## src/rtl/alu_arbiter.sv

```systemverilog
// Round-robin arbiter sharing one combinational ALU between two
// valid/ready requesters; operands and results are registered here.
module alu_arbiter #(
    parameter int WIDTH = 16,
    parameter int CMD_W = 3,
    parameter int CNT_W = 16
) (
    input  logic             clk,
    input  logic             rst_n,
    input  logic             req0_valid,
    output logic             req0_ready,
    input  logic [WIDTH-1:0] req0_op1,
    input  logic [WIDTH-1:0] req0_op2,
    input  logic [CMD_W-1:0] req0_cmd,
    output logic             rsp0_valid,
    input  logic             rsp0_ready,
    output logic [WIDTH-1:0] rsp0_res,
    output logic             rsp0_eq,
    output logic             rsp0_ovf,
    input  logic             req1_valid,
    output logic             req1_ready,
    input  logic [WIDTH-1:0] req1_op1,
    input  logic [WIDTH-1:0] req1_op2,
    input  logic [CMD_W-1:0] req1_cmd,
    output logic             rsp1_valid,
    input  logic             rsp1_ready,
    output logic [WIDTH-1:0] rsp1_res,
    output logic             rsp1_eq,
    output logic             rsp1_ovf,
    output logic [WIDTH-1:0] alu_op1,
    output logic [WIDTH-1:0] alu_op2,
    output logic [CMD_W-1:0] alu_cmd,
    input  logic [WIDTH-1:0] alu_res,
    input  logic             alu_eq,
    input  logic             alu_ovf,
    output logic             busy,
    output logic [CNT_W-1:0] op_cnt
);

    typedef enum logic [1:0] {
        S_IDLE = 2'd0,
        S_EXEC = 2'd1,
        S_RESP = 2'd2
    } state_e;

    state_e           state_q, state_d;
    logic             owner_q;
    logic             last_grant_q;
    logic [WIDTH-1:0] op1_q, op1_d;
    logic [WIDTH-1:0] op2_q, op2_d;
    logic [CMD_W-1:0] cmd_q, cmd_d;
    logic [WIDTH-1:0] res0_q, res1_q;
    logic             eq0_q, eq1_q;
    logic             ovf0_q, ovf1_q;
    logic [CNT_W-1:0] cnt_q;

    logic gnt_vld;
    logic gnt_port;
    logic req_hs;
    logic rsp_hs;

    // Port 1 wins when it is alone, or on a tie when port 0 went last.
    assign gnt_vld  = req0_valid | req1_valid;
    assign gnt_port = req1_valid & (~req0_valid | ~last_grant_q);

    assign req_hs = (req0_valid & req0_ready)
                  | (req1_valid & req1_ready);
    assign rsp_hs = (rsp0_valid & rsp0_ready)
                  | (rsp1_valid & rsp1_ready);

    always_ff @(posedge clk or negedge rst_n) begin
        if (!rst_n) begin
            state_q <= S_IDLE;
        end else begin
            state_q <= state_d;
        end
    end

    always_comb begin
        state_d = state_q;
        unique case (state_q)
            S_IDLE: if (req_hs) state_d = S_EXEC;
            S_EXEC: state_d = S_RESP;
            S_RESP: if (rsp_hs) state_d = S_IDLE;
            default: state_d = S_IDLE;
        endcase
    end

    always_comb begin
        req0_ready = 1'b0;
        req1_ready = 1'b0;
        rsp0_valid = 1'b0;
        rsp1_valid = 1'b0;
        busy       = 1'b1;
        unique case (state_q)
            S_IDLE: begin
                busy       = 1'b0;
                req0_ready = gnt_vld & ~gnt_port;
                req1_ready = gnt_vld & gnt_port;
            end
            S_EXEC: begin
                busy = 1'b1;
            end
            S_RESP: begin
                rsp0_valid = ~owner_q;
                rsp1_valid = owner_q;
            end
            default: begin
                busy = 1'b1;
            end
        endcase
    end

    always_comb begin
        op1_d = op1_q;
        op2_d = op2_q;
        cmd_d = cmd_q;
        if (req_hs) begin
            op1_d = gnt_port ? req1_op1 : req0_op1;
            op2_d = gnt_port ? req1_op2 : req0_op2;
            cmd_d = gnt_port ? req1_cmd : req0_cmd;
        end
    end

    always_ff @(posedge clk or negedge rst_n) begin
        if (!rst_n) begin
            op1_q        <= '0;
            op2_q        <= '0;
            cmd_q        <= '0;
            owner_q      <= 1'b0;
            last_grant_q <= 1'b1;
        end else begin
            op1_q <= op1_d;
            op2_q <= op2_d;
            cmd_q <= cmd_d;
            if (req_hs) begin
                owner_q      <= gnt_port;
                last_grant_q <= gnt_port;
            end
        end
    end

    // ALU outputs are captured at the end of the single EXEC cycle.
    always_ff @(posedge clk or negedge rst_n) begin
        if (!rst_n) begin
            res0_q <= '0;
            eq0_q  <= 1'b0;
            ovf0_q <= 1'b0;
            res1_q <= '0;
            eq1_q  <= 1'b0;
            ovf1_q <= 1'b0;
        end else if (state_q == S_EXEC) begin
            if (owner_q) begin
                res1_q <= alu_res;
                eq1_q  <= alu_eq;
                ovf1_q <= alu_ovf;
            end else begin
                res0_q <= alu_res;
                eq0_q  <= alu_eq;
                ovf0_q <= alu_ovf;
            end
        end
    end

    always_ff @(posedge clk or negedge rst_n) begin
        if (!rst_n) begin
            cnt_q <= '0;
        end else if (rsp_hs) begin
            cnt_q <= cnt_q + 1'b1;
        end
    end

    assign alu_op1  = op1_q;
    assign alu_op2  = op2_q;
    assign alu_cmd  = cmd_q;
    assign rsp0_res = res0_q;
    assign rsp0_eq  = eq0_q;
    assign rsp0_ovf = ovf0_q;
    assign rsp1_res = res1_q;
    assign rsp1_eq  = eq1_q;
    assign rsp1_ovf = ovf1_q;
    assign op_cnt   = cnt_q;

endmodule

```

## config.mk

```make
export PLATFORM = sky130hd
export DESIGN_NAME = alu_arbiter
export DESIGN_NICKNAME = d
export VERILOG_FILES = /design/src/rtl/alu_arbiter.sv
export SDC_FILE = /design/constraint.sdc
export NUM_CORES = 1
export LEC_CHECK = 0
export ABC_AREA = 0
export CAP_MARGIN = 20
export CORE_MARGIN = 2
export CORE_UTILIZATION = 38
export CTS_BUF_LIST = sky130_fd_sc_hd__clkbuf_2 sky130_fd_sc_hd__clkbuf_4 sky130_fd_sc_hd__clkbuf_8
export CTS_CLUSTER_SIZE = 16
export DETAILED_ROUTE_END_ITERATION = 8
export PLACE_DENSITY = 0.79
export SYNTH_ARGS = -nofsm -noshare
export SYNTH_HDL_FRONTEND = slang
export SYNTH_SLANG_ARGS = --single-unit
```

## constraint.sdc

```tcl
create_clock -name clk -period 1.6 [get_ports clk]
set_input_delay 0.32 -clock clk [delete_from_list [all_inputs] [get_ports clk]]
set_output_delay 0.32 -clock clk [all_outputs]
set_load 0.01 [all_outputs]
```

After elaboration in Yosys (flattened, before gate mapping) --
Cells that the tools add are included.
Storage, ports and cells: register bits after elaboration 91, latch bits 0, bits in writable memories 0, memory bits (read-only) 0, output and inout port bits 92, memories kept 0
Operators by class: add/subtract/negate cells 1, multipliers 0, divide/modulo/power cells 0, magnitude comparators 0, eq/ne operators 4, shift operators 0, multiplexer cells 11, bitwise logic cells 15, reduce and logical (&&, ||, !) cells 4
Operator list (number):
- 16-bit 2-to-1 mux | 2
- 16-bit by 1-bit adder with 16-bit output, second input constant | 1
- 1-bit bitwise AND | 7
- 2-bit case mux with 3 select lines | 1
- 2-bit AND reduction | 3
- 1-bit 2-to-1 mux | 5
- 2-bit 2-to-1 mux | 2
- 2-bit != test, second input constant | 2
- 1-bit NOT | 4
- 1-bit OR | 4
- 3-bit 2-to-1 mux | 1
- 2-bit by 1-bit equality test with 1-bit output, second input constant | 1
- 2-bit equality test, second input constant | 1
- 2-bit logical NOT | 1

Logic depth before layout (Yosys ltp) --
depth after elaboration 10, depth in mapped cells 6, gate-level depth less buffers 5

Least setup slack after synthesis --
Ideal clock, no wire load.
path type register to register, start point reg state_q[1], end point reg res0_q[0] (netlist: rsp0_res[0]), setup time 0.125 ns, data arrival time 1.406 ns, slack 0.069 ns, stages on the path, launching flop included 5, path buffers 1, cells stage by stage dfrtp_1 nand2b_1 nor2_2 buf_4 mux2_2
Between the ends: cells in the longest elaborated chain, start to end 2
RTL lines:
- start: declaration | RTL line 46 | state_e state_q, state_d;
- start signal: assignment | RTL line 75 | state_q <= state_d;
- 2-bit by 1-bit equality test with 1-bit output | RTL line 152 | end else if (state_q == S_EXEC) begin
- 2-bit AND reduction (no line)
- end signal: assignment | RTL line 158 | res0_q <= alu_res;
- end: declaration | RTL line 52 | logic [WIDTH-1:0] res0_q, res1_q;
Every way passes these cells. A chain may end at the register's enable or synchronous reset.

Worst setup path after layout --
start point reg state_q[1], end point out req0_ready
Between the ends: cells in the longest elaborated chain, start to end 2
RTL lines:
- 2-bit logical NOT | RTL line 95 | unique case (state_q)
- 1-bit 2-to-1 mux | RTL line 95
- end: declaration | RTL line 11 | output logic req0_ready,
Every way passes these cells.

==> run_results.csv <==
group,metric,value,unit
sta,tightest_slew,430,ps
clock_tree,cts_tree,"yes",
sta,finalMaxSlewViolations,0,
setup_path,worstSetupEndpointType,"primary output",
setup_path,reg2reg_to,"op_cnt[15]$_DFFE_PN0P_",
yosys,synth_edf_count,0,
placed_design,dp.final_hpwl,7270,microns
setup_path,cp.required,1280,ps
sta,rsz0062_at_grt,"yes",
final_layout,multi_input_area,1540,sq um
setup_path,r2r_cells,6,
floorplanning,rows,36,
final_layout,seqCellArea,2280,sq um
sta,slew_headroom,0.713,
sta,hold_violations,0,
run,max_cap_viol_count,0,
power_and_ir_drop,power_density,1610,nW/um^2
yosys,yosys_register_bits,91,
placed_design,gp_congestion,0.732,
clock_tree,cts_htree_levels,3,
final_layout,drive_above_1_share,0.201,
hold_path,hold_path_class,"input port to async pin",
clock_tree,path_clk_slew,100,ps
power_and_ir_drop,p_total,10.3,mW
status,status,"complete, but fails checks",
setup_path,r2r_slack,30,ps
final_layout,n_antenna_cell,0,
setup_path,startpoint_type,"flip-flop",
placed_design,place_inst,626,
clock_tree,numCtsBuffers,9,
floorplanning,die_area,11000,sq um
final_layout,area_growth_syn_to_layout,66.0,%
setup_path,worstSetupStartpoint,"state_q[1]$_DFFE_PN0P_",
clock_tree,insertion_delay,350,ps
yosys,ys_types,33,
global_routing,grt_pass1_wl,15400,microns
yosys,synth_top_area_share,0.585,
global_routing,track_usage,0.176,
yosys,yosysWarnings,0,
global_routing,antenna_found_initial,0,
sta,max_freq,619,MHz
sta,final.period_utilization,1.01,
setup_path,crit_chain,"nor2_1 > buf_4 > o21ai_4 > nor2_2 > buf_6",
routing,drc_errors,0,
routing,routed_via_density,4.70,
sta,setup_tns,-15.1,ps
final_layout,n_fill_cell,816,
placed_design,port_buffers,185,
sta,fin_worst_skew,13.8,ps
floorplanning,start_util,0.392,
yosys,synth_common_cells,"90 x dfrtp_1, 40 x nand2_1, 37 x mux2_2",
setup_path,crit_path_top_delay_cell,"dfrtp_1",
setup_path,crit_family,"flip-flops",
final_layout,utilization,0.651,
setup_path,path_class,"flip-flop to primary output",
setup_path,path_buf_inv,2,
clock_tree,cts-root-buf,"clkbuf_8",
global_routing,grt_overflow,0,
yosys,synth_seq_area_share,0.591,
floorplanning,die_h,105,microns
routing,vias,3081,
global_routing,grt_max_degree,73,
routing,wl_per_cell,15.0,microns
sta,setup-violations-final,1,
setup_path,crit_end,"req0_ready",
setup_path,r2r_start,"state_q[0]$_DFFE_PN0P_",
yosys,synth_top_flop_cell,"dfrtp_1",
sta,timing.hold.ws,356,ps
global_routing,grt_pass1_vias,3173,
yosys,async_flop_share,1.00,
routing,ant_nets,0,
yosys,ys_top_cells_by_area,"dfrtp_1 58%, mux2_2 11%, mux2i_1 9.1%",
final_layout,fin_nets,613,
power_and_ir_drop,peakVddDrop,0.629,mV
sta,postLayoutSetupSlackWorst,-15.1,ps
yosys,avgSynthCellArea,12.6,sq um
yosys,syn-cell-area,3850,sq um
setup_path,worstPathMaxFanout,3,
setup_path,crit_cells,5,
floorplanning,core_area,9820,sq um
yosys,synth_top_area_cell,"dfrtp_1",
floorplanning,die_x,105,microns
clock_tree,cts_buffer_depth,2,
yosys,syn_inst,306,
setup_path,arrival,1300,ps
floorplanning,ios,186,
yosys,synth.most_common_cell,"dfrtp_1",
final_layout,finalNonFillerCells,655,
status,violations,"negative setup slack",
yosys,synth_fp_nets,401,
clock_tree,cts_sinks,91,
routing,dr.pass1.iters,4,
routing,wl,9850,microns
power_and_ir_drop,leakagePower,3.38,nW
sta,finalCriticalPeriod,1620,ps
routing,drt_iter0_markers,69,
setup_path,slowest_delay,390,ps
## area by class of cell
| cell class | count | area share |
|---|---|---|
| Sequential cell | 91 | 0.356 |
| Timing Repair Buffer | 217 | 0.348 |
| Multi-Input combinational cell | 196 | 0.241 |
| Tap cell | 133 | 0.0260 |
| Clock buffer | 9 | 0.0194 |
| Clock inverter | 6 | 0.00743 |
| Inverter | 3 | 0.00176 |
## sequential cells by signal, summed over array words and instances (netlist names)
name          flops
alu_cmd           3
owner_q           1
alu_op1          16
state_q           2
rsp0_ovf          1
alu_op2          16
rsp1_res         16
rsp0_eq           1
rsp1_ovf          1
rsp0_res         16
op_cnt           16
rsp1_eq           1
last_grant_q      1
## logic make-up after synthesis
logic type,Yosys count,share of synthesized area
AO/OA/AOI/OAI,40,0.0542
XOR/XNOR,15,0.0341
adder cells (fa/ha/maj),1,0.00325
buffers and inverters,19,0.0263
flip-flops,91,0.591
multiplexers,73,0.203
AND/OR/NAND/NOR,67,0.0880
## per-layer routing
layer | track usage | vias to the layer above | part of all wire
met2 | 0.320 | 120 | 0.53
met4 | 0.0543 | 0 | 0.012
li1 | - | 1483 | -
met3 | 0.0518 | 9 | 0.072
met1 | 0.199 | 1469 | 0.39
met5 | 0 | - | 0
## report_power, final
part	leakage, nW	internal (mW)	total (mW)	switching (mW)
registers	1.11	3.34	3.90	0.557
clock network	0.0865	0.573	1.40	0.830
logic	2.18	2.78	5.00	2.22
## metrics by stage
stage / cell area (sq um) / setup WS, ps
final: 6390 / -15.1
after global routing: 6390 / -80.5
after CTS: 6170 / -44.0
after detailed placement: 5970 / -469
after global placement: 5970 / -449
after floorplan: 3850 / 69.0
## worst register-to-register path, cell delays in order, from the launching register on
cell      delay, ps
dfrtp_1         400
buf_6           120
nand2b_4        150
buf_6           140
nor4_4          320
and4_1          240
xor2_1          140
## repair_timing
action                                  CTS  global route
hold endpoints to repair                 13             0
gates resized for setup                  54            67
buffers inserted                          9             4
pin swaps                                 3             5
endpoints found under the setup margin   42            96
hold buffers                              1             0
## cell usage in the layout, fill, tap and decap left out, types with 6 or more instances in the layout
cell type	n
clkdlybuf4s50_1	96
dfrtp_1	89
dlymetal6s2s_1	50
nand2_1	39
mux2_2	37
o21ai_0	36
mux2i_1	35
dlygate4sd2_1	33
buf_4	24
xnor2_1	9
clkbuf_8	9
buf_6	8
xor2_1	6
## worst min path at each step
stage	startpoint	endpoint	cells past startpoint
floorplan	rst_n	alu_cmd[0]$_DFFE_PN0P_	0
global placement	rst_n	op_cnt[11]$_DFFE_PN0P_	1
detailed placement	rst_n	op_cnt[10]$_DFFE_PN0P_	1
CTS	rst_n	op_cnt[11]$_DFFE_PN0P_	2
global route	rst_n	op_cnt[11]$_DFFE_PN0P_	2
finish	rst_n	op_cnt[8]$_DFFE_PN0P_	2
(Power assumes the default switching activity.)
